==> config.mk <==
export PLATFORM = sky130hd
export DESIGN_NAME = control_unit
export DESIGN_NICKNAME = d
export VERILOG_FILES = /design/src/rtl/control_unit_pkg.sv /design/src/rtl/control_unit_decoder.sv /design/src/rtl/control_unit.sv
export SDC_FILE = /design/constraint.sdc
export NUM_CORES = 1
export LEC_CHECK = 0
export BUFFER_PORTS_ARGS = -buffer_cell sky130_fd_sc_hd__buf_2
export CORE_ASPECT_RATIO = 1.25
export CORE_UTILIZATION = 29
export DETAILED_ROUTE_END_ITERATION = 16
export PLACE_DENSITY = 0.88
export REMOVE_ABC_BUFFERS = 1
export SYNTH_ARGS = -nofsm -noshare
export SYNTH_HDL_FRONTEND = slang
export SYNTH_SLANG_ARGS = --single-unit
==> constraint.sdc <==
create_clock -name Clk -period 1.4 [get_ports Clk]
set_input_delay 0.21 -clock Clk [delete_from_list [all_inputs] [get_ports Clk]]
set_output_delay 0.21 -clock Clk [all_outputs]
set_load 0.02 [all_outputs]
==> src/rtl/control_unit_pkg.sv <==
// Shared types and encodings for the multi-cycle control unit:
// FSM states, instruction-field constants, datapath mux selects and the output bundle.
package control_unit_pkg;

  typedef enum logic [3:0] {
    RST, DECODE, ALU_EX, MEM_ADDR, ST_DATA, MEM_WAIT, LD_WB, BRANCH, NEXT
  } state_t;

  localparam logic [1:0] OP_BR   = 2'b00;
  localparam logic [1:0] OP_ALU  = 2'b10;
  localparam logic [1:0] OP_MEM  = 2'b11;
  localparam logic [2:0] OP2_BICC = 3'b010;

  localparam logic [5:0] ALU_ADD    = 6'b000000;
  localparam logic [5:0] ALU_PASS_B = 6'b000010;

  localparam logic [2:0] EXT_SIMM13 = 3'd0;
  localparam logic [2:0] EXT_DISP22 = 3'd1;
  localparam logic [2:0] EXT_DISP30 = 3'd2;
  localparam logic [2:0] EXT_IMM22  = 3'd3;

  localparam logic [1:0] PCIN_NPC    = 2'd0;
  localparam logic [1:0] PCIN_DISP22 = 2'd1;
  localparam logic [1:0] PCIN_DISP30 = 2'd2;

  localparam logic [2:0] ALUB_PB  = 3'd0;
  localparam logic [2:0] ALUB_EXT = 3'd1;
  localparam logic [2:0] ALUB_MDR = 3'd2;

  localparam logic MDR_PB  = 1'b0;
  localparam logic MDR_RAM = 1'b1;

  typedef struct packed {
    logic       pc_en, npc_en, mdr_en, mar_en, rf_en, ram_en, psr_en, tbr_en;
    logic [2:0] ext_sel;
    logic [1:0] pc_in_sel;
    logic [1:0] alua_sel;
    logic [2:0] alub_sel;
    logic [1:0] psr_sel;
    logic       mdr_sel;
    logic       tbr_sel;
    logic [4:0] in_pc, in_pa, in_pb;
    logic [5:0] alu_op;
    logic [5:0] ram_op;
    logic       tbr_clr, psr_clr;
  } ctrl_t;

  // op3[2] distinguishes stores from loads in the memory format
  function automatic logic is_store(input logic [5:0] op3);
    return op3[2];
  endfunction

endpackage

==> src/rtl/control_unit_decoder.sv <==
// Combinational output decode: maps the current FSM state and instruction
// word onto every datapath strobe and select.
module control_decoder
  import control_unit_pkg::*;
(
  input  state_t      state,
  input  logic [31:0] ir,
  input  logic        cond,
  input  logic        ba,
  input  logic        bn,
  output ctrl_t       ctrl
);

  logic [4:0] rd, rs1, rs2;
  logic [5:0] op3;
  logic       imm;
  logic       unused_ir;

  assign rd  = ir[29:25];
  assign op3 = ir[24:19];
  assign rs1 = ir[18:14];
  assign imm = ir[13];
  assign rs2 = ir[4:0];
  assign unused_ir = ^{ir[31:30], ir[12:5]};

  always_comb begin
    ctrl         = '0;
    ctrl.in_pa   = rs1;
    ctrl.in_pb   = rs2;
    ctrl.in_pc   = rd;
    ctrl.alu_op  = op3;
    ctrl.tbr_clr = 1'b1;
    ctrl.psr_clr = 1'b1;
    case (state)
      RST: begin
        ctrl.tbr_clr = 1'b0;
        ctrl.psr_clr = 1'b0;
      end
      ALU_EX: begin
        ctrl.rf_en    = 1'b1;
        ctrl.alub_sel = imm ? ALUB_EXT : ALUB_PB;
        ctrl.ext_sel  = EXT_SIMM13;
        ctrl.psr_en   = op3[4];
      end
      MEM_ADDR: begin
        ctrl.alu_op   = ALU_ADD;
        ctrl.alub_sel = imm ? ALUB_EXT : ALUB_PB;
        ctrl.mar_en   = 1'b1;
      end
      ST_DATA: begin
        // store data comes from rd through port B
        ctrl.in_pb   = rd;
        ctrl.mdr_sel = MDR_PB;
        ctrl.mdr_en  = 1'b1;
      end
      MEM_WAIT: begin
        ctrl.ram_en = 1'b1;
        ctrl.ram_op = op3;
        if (!is_store(op3)) begin
          ctrl.mdr_sel = MDR_RAM;
          ctrl.mdr_en  = 1'b1;
        end
      end
      LD_WB: begin
        ctrl.alub_sel = ALUB_MDR;
        ctrl.alu_op   = ALU_PASS_B;
        ctrl.rf_en    = 1'b1;
      end
      BRANCH: begin
        ctrl.pc_en  = 1'b1;
        ctrl.npc_en = 1'b1;
        if (ba | (cond & ~bn)) begin
          ctrl.ext_sel   = EXT_DISP22;
          ctrl.pc_in_sel = PCIN_DISP22;
        end
      end
      NEXT: begin
        ctrl.pc_en     = 1'b1;
        ctrl.npc_en    = 1'b1;
        ctrl.pc_in_sel = PCIN_NPC;
      end
      default: ;
    endcase
  end

endmodule

==> src/rtl/control_unit.sv <==
// Multi-cycle control unit: state register and sequencing live here,
// output decode is delegated to control_decoder.
module control_unit
  import control_unit_pkg::*;
(
  input  logic        Clk,
  input  logic        RESET,
  input  logic [31:0] IR_Out,
  input  logic        MFC,
  input  logic        MSET,
  input  logic        cond,
  input  logic        BA_O,
  input  logic        BN_O,
  output logic        PC_enable,
  output logic        NPC_enable,
  output logic        MDR_Enable,
  output logic        MAR_Enable,
  output logic        register_file_enable,
  output logic        RAM_enable,
  output logic        PSR_Enable,
  output logic        TBR_enable,
  output logic [2:0]  extender_select,
  output logic [1:0]  PC_In_Mux_select,
  output logic [1:0]  ALUA_Mux_select,
  output logic [2:0]  ALUB_Mux_select,
  output logic [1:0]  PSR_Mux_select,
  output logic        MDR_Mux_select,
  output logic        TBR_Mux_select,
  output logic [4:0]  in_PC,
  output logic [4:0]  in_PA,
  output logic [4:0]  in_PB,
  output logic [5:0]  ALU_op,
  output logic [5:0]  RAM_OpCode,
  output logic [2:0]  tt,
  output logic        TBR_Clr,
  output logic        PSR_Clr,
  output logic        S,
  output logic        PS,
  output logic        ET
);

  state_t state, state_nxt;
  ctrl_t  ctrl;
  logic   unused_mset;

  assign unused_mset = MSET;

  always_ff @(posedge Clk) begin
    if (RESET) begin
      state <= RST;
      S     <= 1'b1;
      PS    <= 1'b0;
      ET    <= 1'b0;
      tt    <= 3'b000;
    end else begin
      state <= state_nxt;
    end
  end

  always_comb begin
    state_nxt = state;
    case (state)
      RST:      state_nxt = DECODE;
      DECODE: begin
        case (IR_Out[31:30])
          OP_ALU:  state_nxt = ALU_EX;
          OP_MEM:  state_nxt = MEM_ADDR;
          OP_BR:   state_nxt = (IR_Out[24:22] == OP2_BICC) ? BRANCH : NEXT;
          default: state_nxt = NEXT;
        endcase
      end
      ALU_EX:   state_nxt = NEXT;
      MEM_ADDR: state_nxt = is_store(IR_Out[24:19]) ? ST_DATA : MEM_WAIT;
      ST_DATA:  state_nxt = MEM_WAIT;
      MEM_WAIT: if (MFC) state_nxt = is_store(IR_Out[24:19]) ? NEXT : LD_WB;
      LD_WB:    state_nxt = NEXT;
      BRANCH:   state_nxt = DECODE;
      NEXT:     state_nxt = DECODE;
      default:  state_nxt = RST;
    endcase
  end

  control_decoder u_dec (
    .state (state),
    .ir    (IR_Out),
    .cond  (cond),
    .ba    (BA_O),
    .bn    (BN_O),
    .ctrl  (ctrl)
  );

  assign PC_enable            = ctrl.pc_en;
  assign NPC_enable           = ctrl.npc_en;
  assign MDR_Enable           = ctrl.mdr_en;
  assign MAR_Enable           = ctrl.mar_en;
  assign register_file_enable = ctrl.rf_en;
  assign RAM_enable           = ctrl.ram_en;
  assign PSR_Enable           = ctrl.psr_en;
  assign TBR_enable           = ctrl.tbr_en;
  assign extender_select      = ctrl.ext_sel;
  assign PC_In_Mux_select     = ctrl.pc_in_sel;
  assign ALUA_Mux_select      = ctrl.alua_sel;
  assign ALUB_Mux_select      = ctrl.alub_sel;
  assign PSR_Mux_select       = ctrl.psr_sel;
  assign MDR_Mux_select       = ctrl.mdr_sel;
  assign TBR_Mux_select       = ctrl.tbr_sel;
  assign in_PC                = ctrl.in_pc;
  assign in_PA                = ctrl.in_pa;
  assign in_PB                = ctrl.in_pb;
  assign ALU_op               = ctrl.alu_op;
  assign RAM_OpCode           = ctrl.ram_op;
  assign TBR_Clr              = ctrl.tbr_clr;
  assign PSR_Clr              = ctrl.psr_clr;

endmodule

---- Word-level counts from Yosys, hierarchy flattened ----
Cells that the tools add are included.
storage, ports and cells
  word-level logic and storage cells ...... 45
  output and inout port bits .............. 57
  register bits after elaboration ......... 4
operators by class
  bitwise operators ....................... 3
  muxes and demuxes ....................... 23
  equal/unequal tests ..................... 12
  reduce and logical (&&, ||, !) cells .... 6
operators by type and width
  kind                number
  $pmux 4 s6          1
  $eq 4x3->1 const B  4
  $mux 4              3
  $pmux 4 s3          1
  $pmux 6 s2          1
  $mux 1              9
  $eq 4x2->1 const B  2
  $mux 2              3
  $mux 6              1
  $pmux 3 s2          1
  $reduce_or 2->1     3
  $mux 5              1
  $eq 2x2->1 const B  2
  $eq 4x1->1 const B  1
  $eq 4x4->1 const B  1
  $logic_not 4->1     1
  $eq 3x2->1 const B  1
  $mux 3              1
  $reduce_or 3->1     1
  $logic_not 2->1     1
  $ne 2x2->1 const B  1
  $pmux 1 s2          1
  $and 1x1->1         1
  $not 1->1           1
  $or 1x1->1          1

---- Logic depth before layout (Yosys ltp) ----
Gate-level depths: netlist of run 1.
  depth after elaboration ................. 5
  depth in mapped cells ................... 6

---- Modules after synthesis ----
Synthesis of run 1 repeated with hierarchy kept, for this count alone.
unflattened totals
  cells, all modules ...................... 115
  area, all modules ....................... 830.8 µm²
modules (own cells, without submodules)
  module           area an instance (µm²)  cells each  seq. area each (µm²)  instances
  control_decoder  481.7                   69          0.0                   1
  control_unit     349.1                   46          80.1                  1

---- Worst setup path before layout of run 1 ----
Ideal clock, no wire load.
  path type ............................... register to output
  start ................................... reg state[1]
  end ..................................... out extender_select[0]
  data arrival time ....................... 1,510 ps
  setup slack ............................. -320 ps
  cell stages (with the launch flop) ...... 5
  cell sequence ........................... dfxtp_1 > clkbuf_1 > nand2_1 > nor3_1 > buf_4
between the ends
  cells in the longest elaborated chain, start to end .. 2
ends and longest elaborated chain
  element                 line                        RTL
  from (decl)             control_unit.sv:42          state_t state, state_nxt;
  from (signal assigned)  control_unit.sv:56          state <= state_nxt;
  $eq 4x3->1              control_unit_decoder.sv:34  case (state)
  $mux 1                  control_unit_decoder.sv:34
  to (decl)               control_unit.sv:22          output logic [2:0] extender_select,
Every way passes these cells.

---- Final worst setup path of run 1 ----
  start ................................... reg state[3]
  end ..................................... out in_PB[1]
between the ends
  cells in the longest elaborated chain, start to end .. 2
ends and longest elaborated chain
  element     line                        RTL
  $eq 4x3->1  control_unit_decoder.sv:34
  $mux 5      control_unit_decoder.sv:34
  to (decl)   control_unit.sv:31          output logic [4:0] in_PB,
Every way passes these cells.

==> results of run 1 <==
==> stage by stage <==
stage	power, uW	area (um2)	cells
global placement	579	1030	195
finish	927	1440	207
floorplan	394	579	88
global route	991	1440	207
CTS	821	1300	202
detailed placement	586	1030	195
==> what timing repair did <==
action,in CTS,in global routing
endpoints found under the setup margin,30,35
setup buffers,4,5
hold buffers,0,0
gates resized for setup,70,27
pin swaps,15,4
==> worst max-delay path, stage by stage (launching register included) <==
cell and delay (ns):
dfxtp_2 0.31, nand2b_4 0.14, nor3_2 0.11, buf_4 0.19
mux2_4 0.32, buf_6 0.13
==> cell families (layout without fill, tap and decap cells) <==
logic type | count (synthesis) | in the layout | share of synthesized area [%]
AO/OA/AOI/OAI | 14 | 14 | 13.8
XOR/XNOR | 1 | 1 | 1.15
buffers and inverters | 39 | 93 | 34.2
flip-flops | 4 | 4 | 10.5
multiplexers | 6 | 6 | 8.72
other | 2 | 16 | 0.987
AND/OR/NAND/NOR | 40 | 40 | 30.6
==> cell usage after synthesis, types with 3 or more instances <==
cell type and count:
and2_1 11, buf_4 30, dfxtp_1 4, inv_1 7
mux2_2 5, nand2_1 5, nand3_1 3, nor2_1 8
nor3_1 3, o21ai_0 3
==> per-layer routing <==
layer	vias to the layer above	share of wire, %	GRT usage, %
li1	439	-	-
met1	436	32	15.4
met2	40	62	31.7
met3	0	5.4	2.74
met4	0	0	5.56
met5	-	0	0
==> layout make-up <==
| cell class | instances | share of cell area (%) |
|---|---|---|
| well taps | 33 | 2.87 |
| clock buffers | 3 | 1.57 |
| inverters | 7 | 1.83 |
| multi-input cells | 77 | 42.8 |
| repair buffers | 83 | 44.9 |
| flip-flops and latches | 4 | 6.10 |
==> power by group through the flow <==
| stage | Combinational (uW) | Sequential [uW] | Clock, uW |
|---|---|---|---|
| 2_1_floorplan | 239 | 155 | 0 |
| 3_3_place_gp | 436 | 143 | 0 |
| 3_5_place_dp | 442 | 144 | 0 |
| 4_1_cts | 525 | 149 | 147 |
| 5_1_grt | 689 | 153 | 149 |
| 6_report | 637 | 152 | 138 |
==> worst max path at each step <==
stage,start,end,cells past startpoint
finish,state[3],in_PB[1],5
global route,state[3],in_PB[3],5
CTS,state[3],in_PB[0],5
detailed placement,state[1],RAM_OpCode[3],5
global placement,state[3],in_PB[0],5
floorplan,state[2],PC_In_Mux_select[0],2
==> results.md, run 1 <==
- Antenna cell count: 0
- I/O Buffers: 60
- First-pass GRT wire length: 3330 um
- H-Tree Depth: 1
- Post-synth top area share: 29.6%
- Min Hold Slack: 0.283 ns
- Post-synthesis cell count: 106
- Die area: 2830 um2
- Setup TNS: -4.29 ns
- NetSw: 386 uW
- Final min period: 1.63 ns
- Arr. time, crit path: 1.42 ns
- Synth Warn #: 0
- Internal power: 542 uW
- CP endpoint kind: output port
- Hold Path Class: primary input to register
- Leak Pwr: 0.000751 uW
- Seq. cell area: 87.6 um2
- Antenna-violating nets left: 0
- Share of flip-flops with an asynchronous set or reset: 0%
- Min setup slack post-route: -0.233 ns
- Sw Share: 41.6%
- Residual DRC: 0
- Outcome: complete, but fails checks
- DR iter-0 viols: 7
- Clk_lat worst skew: 0.23 ns
- Starting density of the core: 31.0%
- Final hold vios: 0
- Critical Path Source Type: register
- Area Growth Syn to Fin: 88.8%
- Worst Skew: 0.000802 ns
- DRT Wirelength: 2400 um
- Worst R2R Start: state[3]
- Core Util, Final: 58.6%
- Pre-CTS setup slack: -0.0363 ns
- Commonest non-fill, non-tap cell in the layout: buf_4
- Post-Syn Area: 761 um2
- Die height: 59.3 um
- R2R Setup Slk: -0.06 ns
- First drt pass iteration count: 4
- Max reg flops: 4
- Final nets: 215
- Worst hold path depth: 3
- Yosys top cell by area: buf_4
- Standard-cell row count: 20
- Via Count: 915
- Slew Viols, Final: 0
- DIE WIDTH: 47.8 um
- Reg2Reg Depth: 8
- Top cells by area, synth: buf_4 (30%), dfxtp_1 (11%), and2_1 (9.0%)
- CTS Buffer Depth: 2
- Maximum vdd ir drop: 0.000341 V
- Initial antenna violation count: 0
- Seq pwr share: 16.4%
- Setup Crit Path Kind: register to output port
- Core area: 2450 um2
- Post-synth EDFFs: 0
- DR vias/cell: 4.42
- Maximum net fanout on the critical path: 6
- Achievable frequency: 612 MHz
- Clock network power share: 14.9%
- Predominant post-synthesis flop cell: dfxtp_1
- Worst path required time: 1.19 ns
- CTS tree: built
- Multi-input gate area: 614 um2
- Max-cap violations: 0
- Most frequent cells in the layout: buf_4 (30), buf_2 (29), buf_6 (23), conb_1 (16), and2_4 (7)
- Failing checks: setup timing
- Unrepaired setup endpoints after global routing: true
- Gr usage total: 16.1%
- Average cell area after synthesis: 7.18 um2
- Crit share post-route: 117%
- Number of global-route vias before repair: 834
- Placer Congestion: 0.866
- Clk sinks: 4
- IO Pins: 96
- Reg with most FFs: state
- Register area share after synthesis: 10.5%
- Cell variety after synth: 32
- Fillers: 219
- Worst-path clk slew: 0.04 ns
- #FFs+latches synth: 4
- Hold endpoint: state[2]
- Largest net degree at the start of global routing: 9
- Reg2reg end: state[0]
- Avg WL per Cell: 11.6 um
- Logic pwr share: 68.7%
- Regs by FF count: state (4)
- Grt ovf: 0
- Inserted Clock Buffers: 3
- Fraction of layout cells with a size suffix above 1: 70.7%
- Min-delay src: RESET
- DP Wirelength: 1580 um
- # setup viols final: 30
- Root buf cell: clkbuf_4
- PwrDens: 646 nW/um2
Note: power is estimated with default switching activity, not from simulation.
==> inputs of run 2 (changes only) <==
- CORE_UTILIZATION: 29 -> 34
- PLACE_DENSITY: 0.88 -> 0.95
- SKIP_CTS_REPAIR_TIMING: not set -> 1
- clock period: 1.4 -> 2.1 ns (I/O delays scaled with it)
==> run 2 against run 1 <==
The flow now finishes without violations. Clock skew hardly changed. Utilization is 12 points lower. Global-route usage is 0.25 points higher. Wire length is 23% lower. Sequential cell count stayed put. Via count is 12% lower. Sequential power is 33% lower. Clock power is 31% lower. Combinational power is 61% lower. Critical endpoint is now RAM_OpCode[4]. Largest cell class is now multi-input gates. Highest routed layer is now met4.
==> results.md, run 2 (synthesis gave the netlist of run 1 again) <==
- Placer Congestion: 0.836 (was 0.866)
- Worst-path clk slew: 0.04 ns (about the same)
- Initial antenna violation count: 0 (unchanged)
- Residual DRC: 0 (unchanged)
- Die height: 54.9 um (was 59.3 um)
- Largest net degree at the start of global routing: 12 (was 9)
- CP endpoint kind: output port (unchanged)
- Rel. slew slack: 60.6%
- Core area: 2050 um2 (was 2450 um2)
- Critical Path Source Type: register (unchanged)
- Min Hold Slack: 0.370 ns (was 0.283 ns)
- Crit share post-route: 93.1%
- First-pass GRT wire length: 2830 um (was 3330 um)
- Worst R2R Start: state[1] (was state[3])
- Hold Path Class: primary input to register (unchanged)
- Regs by FF count: state (4) (unchanged)
- Maximum vdd ir drop: 0.000213 V (was 0.000341 V)
- Worst path max stage delay: 0.50 ns (was 0.32 ns)
- Via Count: 805 (was 915)
- Standard-cell row count: 18 (was 20)
- Outcome: complete, no violations (was complete, but fails checks)
- Worst hold path depth: 3 (unchanged)
- DRT Wirelength: 1860 um (was 2400 um)
- Reg with most FFs: state (unchanged)
- Number of global-route vias before repair: 688 (was 834)
- Starting density of the core: 37.1% (was 31.0%)
- DR iter-0 viols: 3 (was 7)
- Clk_lat worst skew: 0.24 ns (was 0.23 ns)
- Max-cap violations: 0 (unchanged)
- Min-delay src: MFC (was RESET)
- DIE WIDTH: 44.3 um (was 47.8 um)
- CTS tree: built (unchanged)
- Slew Viols, Final: 0 (unchanged)
- Final instance count without filler cells: 183 (was 207)
- PwrDens: 469 nW/um2 (was 646 nW/um2)
- # setup viols final: 0 (was 30)
- Maximum net fanout on the critical path: 10 (was 6)
- Hold endpoint: state[3] (was state[2])
- Final min period: 1.96 ns
- R2R Setup Slk: 0.58 ns (was -0.06 ns)
- Most frequent cells in the layout: buf_2 (60), conb_1 (16), and2_1 (11), nor2_1 (8), inv_1 (7) (was buf_4 (30), buf_2 (29), buf_6 (23), conb_1 (16), and2_4 (7))
- Worst path required time: 1.78 ns (was 1.19 ns)
- Avg WL per Cell: 10.2 um (was 11.6 um)
- Setup TNS: 0 ns (was -4.29 ns)
- Antenna-violating nets left: 0 (unchanged)
- CTS Buffer Depth: 2 (unchanged)
- Placed Cells: 180 (was 195)
- H-Tree Depth: 1 (unchanged)
- Inserted Clock Buffers: 3 (unchanged)
- Root buf cell: clkbuf_4 (unchanged)
- Unrepaired setup endpoints after global routing: false (was true)
- Worst Max-Slew Pin Slew: 0.583 ns
- DR vias/cell: 4.40 (was 4.42)
- First drt pass iteration count: 4 (unchanged)
- Commonest non-fill, non-tap cell in the layout: buf_2 (was buf_4)
- Die area: 2430 um2 (was 2830 um2)
- Reg2reg end: state[3] (was state[0])
- Final hold vios: 0 (unchanged)
- Gr usage total: 16.3% (was 16.1%)
- Final nets: 194 (was 215)
- Max reg flops: 4 (unchanged)
- IO Pins: 96 (unchanged)
- Reg2Reg Depth: 5 (was 8)
- Fraction of layout cells with a size suffix above 1: 49.0% (was 70.7%)
- Setup Crit Path Kind: register to output port (unchanged)
- Cell chain of the critical path: nand2b_1 -> or2_1 -> inv_1 -> and2_1 -> buf_2 (was nand2b_4 -> nor3_2 -> buf_4 -> mux2_4 -> buf_6)
- Leak Pwr: 0.000574 uW (was 0.000751 uW)
- Clk sinks: 4 (unchanged)
- CP max-delay cell: dfxtp_1 (was mux2_4)
- Core Util, Final: 46.6% (was 58.6%)
- Antenna cell count: 0 (unchanged)
- Grt ovf: 0 (unchanged)
- I/O Buffers: 60 (unchanged)
- Worst Skew: 0.000430 ns (was 0.000802 ns)
- Achievable frequency: 511 MHz
- Area Growth Syn to Fin: 25.5% (was 88.8%)
- Arr. time, crit path: 1.64 ns (was 1.42 ns)
- DP Wirelength: 1630 um (was 1580 um)
run 2: metal layers:
layer	global-route usage (%)	wire, um	vias up
met5	0	0	-
met4	7.58	22	0
met3	8.91	283	2
met2	30.6	926	60
met1	13.9	628	346
li1	-	-	397
run 2: how the worst max path moves through the flow:
stage                         from                   to  slack, ns  depth (start not counted)
after global placement    state[0]             in_PB[4]       0.41                          3
final                     state[0]        RAM_OpCode[4]       0.14                          5
after global routing      state[0]             in_PB[4]       0.05                          3
after floorplan           state[2]  PC_In_Mux_select[0]       0.30                          2
after CTS                 state[0]        RAM_OpCode[1]       0.14                          5
after detailed placement  state[0]             in_PB[0]       0.41                          3
run 2: cell type report:
cell class,count,area [um2]
fill,224,1090
multi-input combinational,77,473
timing repair buffer,62,315
sequential,4,80.1
tap,30,37.5
inverter,7,26.3
clock buffer,3,22.5
run 2: report_power, final:
| part | internal (uW) | switching (uW) | leakage, uW | total (uW) |
|---|---|---|---|---|
| clock | 63.9 | 31.4 | 0.0000138 | 95.3 |
| combinational | 94.7 | 155 | 0.000527 | 250 |
| sequential | 85.3 | 17.0 | 0.0000328 | 102 |
run 2: worst max-delay path: cells and delay by family, from the launching register on:
| family | cells | cell delay [ns] |
|---|---|---|
| flops | 1 | 0.50 |
| simple gates | 3 | 0.56 |
| buf+inv | 2 | 0.34 |
run 2: through the flow:
| stage | setup WS [ns] | total power [uW] | area [um2] |
|---|---|---|---|
| finish | 0.145 | 448 | 955 |
| global route | 0.0512 | 476 | 955 |
| CTS | 0.142 | 452 | 955 |
| detailed placement | 0.406 | 354 | 932 |
| global placement | 0.411 | 349 | 932 |
| floorplan | 0.304 | 263 | 579 |
